File: src/rtl/pc_sequencer.sv
// pc_sequencer: next-PC generator with return-address stack and halt/resume.
//
// Ports
//   clk           sole clock, all state updates on posedge
//   rst_n         synchronous active-low reset
//   pc_q [7:0]    current PC, fed back from the external PC register
//   stall         hold PC this cycle
//   branch_taken  take relative branch; branch_off [7:0] is two's complement
//   jump, call    absolute transfer to jump_addr [7:0]; call also pushes pc_q+1
//   ret           return to top of the return stack
//   halt, resume  stop / restart fetching
//   next_pc [7:0] D input of the PC register (combinational)
//   fetch_en      instruction fetch valid (registered)
//   ras_ovf       sticky: call attempted with the stack full
//   ras_unf       sticky: ret attempted with the stack empty
//   st [1:0]      state: BOOT=00, RUN=01, HALT=10
//
// state | meaning
// BOOT  | one cycle after reset, PC forced to 0x00, no fetch
// RUN   | normal sequencing, fetch enabled
// HALT  | PC held, no fetch, waits for resume
// (11)  | illegal, recovers to BOOT on the next edge

module pc_sequencer #(
   parameter int RAS_DEPTH = 4
) (
   input  logic       clk,
   input  logic       rst_n,
   input  logic [7:0] pc_q,
   input  logic       stall,
   input  logic       branch_taken,
   input  logic [7:0] branch_off,
   input  logic       jump,
   input  logic       call,
   input  logic [7:0] jump_addr,
   input  logic       ret,
   input  logic       halt,
   input  logic       resume,
   output logic [7:0] next_pc,
   output logic       fetch_en,
   output logic       ras_ovf,
   output logic       ras_unf,
   output logic [1:0] st
);

   localparam int SPW = $clog2(RAS_DEPTH + 1);

   typedef enum logic [1:0] {
      S_BOOT = 2'b00,
      S_RUN  = 2'b01,
      S_HALT = 2'b10
   } state_t;

   state_t         state;
   logic [7:0]     ras [RAS_DEPTH];
   logic [SPW-1:0] sp;
   logic [7:0]     pc_inc;
   logic [7:0]     pc_br;
   logic [7:0]     ras_top;
   logic           ras_empty;
   logic           ras_full;

   assign pc_inc    = pc_q + 8'd1;
   // An 8-bit add of the raw offset is the sign-extended add modulo 256.
   assign pc_br     = pc_q + branch_off;
   assign ras_empty = (sp == '0);
   assign ras_full  = (sp == SPW'(RAS_DEPTH));
   assign st        = state;

   // Entry i holds the (i+1)-th pushed address; top sits at index sp-1.
   always_comb begin
      ras_top = 8'h00;
      for (int i = 0; i < RAS_DEPTH; i++) begin
         if (SPW'(i + 1) == sp) ras_top = ras[i];
      end
   end

   always_comb begin
      next_pc = 8'h00;
      if (rst_n) begin
         case (state)
            S_BOOT: next_pc = 8'h00;
            S_RUN: begin
               if (halt || stall)    next_pc = pc_q;
               else if (ret)         next_pc = ras_empty ? pc_inc : ras_top;
               else if (call || jump) next_pc = jump_addr;
               else if (branch_taken) next_pc = pc_br;
               else                  next_pc = pc_inc;
            end
            S_HALT: next_pc = pc_q;
            default: next_pc = 8'h00;
         endcase
      end
   end

   always_ff @(posedge clk) begin
      if (!rst_n) begin
         state    <= S_BOOT;
         sp       <= '0;
         ras_ovf  <= 1'b0;
         ras_unf  <= 1'b0;
         fetch_en <= 1'b0;
         for (int i = 0; i < RAS_DEPTH; i++) ras[i] <= 8'h00;
      end else begin
         case (state)
            S_BOOT: begin
               state    <= S_RUN;
               fetch_en <= 1'b1;
            end
            S_RUN: begin
               if (halt) begin
                  state    <= S_HALT;
                  fetch_en <= 1'b0;
               end else if (!stall) begin
                  if (ret) begin
                     if (ras_empty) ras_unf <= 1'b1;
                     else           sp      <= sp - SPW'(1);
                  end else if (call) begin
                     if (ras_full) begin
                        ras_ovf <= 1'b1;
                     end else begin
                        for (int i = 0; i < RAS_DEPTH; i++) begin
                           if (SPW'(i) == sp) ras[i] <= pc_inc;
                        end
                        sp <= sp + SPW'(1);
                     end
                  end
               end
            end
            S_HALT: begin
               if (resume) begin
                  state    <= S_RUN;
                  fetch_en <= 1'b1;
               end
            end
            default: begin
               state    <= S_BOOT;
               fetch_en <= 1'b0;
            end
         endcase
      end
   end

endmodule

File: config.mk
export PLATFORM = sky130hd
export DESIGN_NAME = pc_sequencer
export DESIGN_NICKNAME = d
export VERILOG_FILES = /design/src/rtl/pc_sequencer.sv
export SDC_FILE = /design/constraint.sdc
export NUM_CORES = 1
export LEC_CHECK = 0
export ABC_AREA = 1
export BUFFER_PORTS_ARGS = -buffer_cell sky130_fd_sc_hd__buf_4
export CORE_MARGIN = 2
export CORE_UTILIZATION = 62
export CTS_CLUSTER_DIAMETER = 200
export CTS_CLUSTER_SIZE = 8
export DETAILED_ROUTE_END_ITERATION = 12
export PLACE_DENSITY = 0.95
export SYNTH_ARGS = -nofsm -noshare
export SYNTH_HDL_FRONTEND = slang
export SYNTH_SLANG_ARGS = --single-unit
File: constraint.sdc
create_clock -name clk -period 4.3 [get_ports clk]
set_input_delay 0.215 -clock clk [delete_from_list [all_inputs] [get_ports clk]]
set_output_delay 0.215 -clock clk [all_outputs]
set_load 0.005 [all_outputs]
==> results.py <==
metrics = {
    "run_status": {
        "status": "finished clean",
    },
    "global_route": {
        "grt_pass1_vias": 2636,
        "grt_max_degree": 17,
        "grt_usage_pct": 32.3,
        "grt_pass1_wl_um": 12900,
        "grt_overflow": 0,
        "antenna_found_initial": 0,
    },
    "worst_hold_path": {
        "holdPathStages": 3,
        "hold_path_class": "input pin to flop",
        "min-delay-start": "rst_n",
    },
    "timing": {
        "skew_ns": 0.00705,
        "timing.slew.headroom_pct": 21.1,
        "slew_viol_final": 0,
        "finalCriticalPeriod_ns": 2.77,
        "worst_slack_ns": 1.53,
        "finalSetupViolCount": 0,
        "fin_crit_sh_pct": 64.4,
        "hold_violations": 0,
        "rsz0062_at_grt": "false",
        "fmax_ghz": 0.361,
        "hold_ws_ns": 0.289,
        "tns_ns": 0,
        "tightestPinTransition_ns": 1.17,
    },
    "synth": {
        "synthTopCellsByArea": "edfxtp_1, nand2_1, nor2_1, ha_1, nand3_1",
        "syn_avg_cell_area_um2": 7.41,
        "seq_area_frac_synth_pct": 37.8,
        "synth_cell_types": 33,
        "synthCells": 393,
        "syn_area_mm2": 0.00291,
        "synth-edff-count": 32,
        "ys.warnings.count": 0,
        "syn-num-nets": 444,
        "synth_most_common_cell": "nand2_1",
        "synth_top_area_share_pct": 33.0,
        "synth_commonest_cells": "nand2_1, nor2_1, inv_1, nand3_1, edfxtp_1",
        "async_reset_ff_share_pct": 0,
        "synth.largest_area_cell": "edfxtp_1",
        "ys_ff_latch": 39,
        "synth_flop_cell": "edfxtp_1",
    },
    "routing": {
        "route.detailed.drc": 0,
        "route.vias.total": 2894,
        "vias_per_cell": 5.91,
        "drt_first_iter_violations": 397,
        "drt_pass1_iterations": 5,
        "wl_per_cell_um": 16.3,
        "wirelength_um": 7980,
        "antenna_left": 0,
    },
    "setup_path": {
        "crit_top_cell": "inv_1",
        "critPathLaunchType": "flop",
        "r2r-start": "st[1]",
        "endpoint_kind": "flop",
        "slowest_delay_ns": 0.92,
        "crit_arrival_ns": 2.68,
        "critPathBufInv": 4,
        "critPathKind": "flop to flop",
        "crit_family": "compound AO/OA/AOI/OAI gates",
        "required_ns": 4.21,
        "path_cells": "inv_1, ha_1, inv_1, nor2_4, inv_1, nor2_4, inv_1, o21ai_0",
        "rr_worst_depth": 8,
        "crit_slowest_cell": "o21ai_0",
        "cp.depth": 8,
        "setup.worst_path.start": "st[1]",
        "worst-path-max-fanout": 8,
    },
    "final_layout": {
        "final_cells": 490,
        "drive_above_1_share_pct": 14.8,
        "syn_to_final_growth_pct": 16.2,
        "final_nets": 488,
        "final_cell_area_mm2": 0.00338,
        "antennaDiodeCount": 0,
        "utilization_pct": 76.1,
    },
    "placement": {
        "portBuffers": 45,
        "dpl-instance-area_mm2": 0.00326,
        "gp_congestion": 0.980,
        "dpl.cell_count": 482,
        "post-place-ws_ns": 1.57,
        "dp_hpwl_um": 6010,
    },
    "die": {
        "die_h_um": 72.5,
        "num_rows": 24,
        "fp.dieW_um": 72.5,
        "pin_count": 46,
        "start_util_pct": 65.5,
        "die_area_mm2": 0.00526,
        "core-area_mm2": 0.00444,
    },
    "run": {
        "drv_cap": 0,
    },
    "clocking": {
        "clkSinkCount": 39,
        "cts_setup_buffers": 0,
        "clk_latency_ns": 0.30,
        "cts_inserted_buffers": 5,
        "clkTransAtPathRegs_ns": 0.09,
        "htreeDepth": 2,
        "cts_resized": 0,
        "ctsHoldBuffers": 0,
        "cts_tree": "built",
        "clk_path_buf_depth": 2,
        "root_buffer": "clkbuf_8",
    },
    "power_and_ir_drop": {
        "cellPowerDensity_mw_per_mm2": 337,
        "leakagePower_nw": 1.54,
        "p_sw_share_pct": 34.5,
        "internal_power_uw": 747,
        "pwr-share-seq_pct": 39.1,
        "finalPower_mw": 1.14,
        "power_frac_comb_pct": 32.9,
        "power.switching_uw": 394,
        "ir_drop_uv": 304,
        "p_clk_share_pct": 28.0,
    },
}
==> worst paths after layout <==
| check | end | slack (ns) |
|---|---|---|
| max | ras[3][4] | 1.53 |
| min | sp[1] | 0.29 |
| max reg2reg | ras[3][4] | 1.53 |
| min reg2reg | ras_unf | 0.49 |
==> layout make-up <==
type                            count  area (um2)
Timing Repair Buffer               45         338
Sequential cell                    39        1100
Inverter                           45         169
Fill cell                         346        1060
Multi-Input combinational cell    301        1590
Clock buffer                        5        68.8
Tap cell                           52        65.1
Clock inverter                      3        47.5
==> power by group through the flow <==
stage,Combinational [mW],Clock [mW],Sequential (mW)
detailed placement,0.365,0,0.455
floorplan,0.234,0,0.452
global route,0.417,0.339,0.448
global placement,0.353,0,0.453
finish,0.375,0.320,0.446
CTS,0.368,0.318,0.446
==> flip-flops by register name, summed over array words and instances, names as in the netlist <==
register,cells
st,1
ras_unf,1
fetch_en,1
ras_ovf,1
sp,3
ras,32
==> placed cells by master, fill, tap and decap left out <==
master     instances
a211oi_1           3
a21o_1             1
a21oi_1           28
and3_1             1
buf_4             45
bufinv_16          1
clkbuf_8           5
clkinv_1           1
clkinv_4           1
dfxtp_1            7
edfxtp_1          32
fa_1               1
ha_1              17
inv_1             44
inv_6              1
nand2_1           94
nand3_1           34
nand3_4            3
nand3b_1           3
nand4_1            1
nand4_4            1
nor2_1            68
nor2_2             2
nor2_4             3
nor3_1             1
o2111ai_1          2
o211ai_1           6
o21ai_0           19
o21ai_1            2
o21bai_1           1
o22ai_1            2
or2_2              3
xnor2_1            1
xor2_1             4
==> cell families (layout without fill, tap and decap cells) <==
family          Yosys count  count (layout)  synth area share (%)
fa+ha+maj                18              18                  8.00
flops                    39              39                  37.8
compound gates           64              64                  12.3
xor+xnor                  5               5                  1.50
simple gates            214             214                  32.9
buf+inv                  53              98                  7.48
==> worst register-to-register path, stage by stage, from the launching register on <==
cell	delay [ns]
dfxtp_1	0.33
inv_1	0.10
ha_1	0.17
inv_1	0.14
nor2_4	0.18
inv_1	0.12
nor2_4	0.29
inv_1	0.13
o21ai_0	0.92
==> per-layer routing <==
metal	global-route usage, %	wire, um	up-vias
li1	-	-	1393
met1	45.6	3280	1320
met2	50.9	3780	165
met3	8.47	848	16
met4	6.17	74	0
met5	0	0	-
No activity file was read; power rests on OpenSTA's default activity.
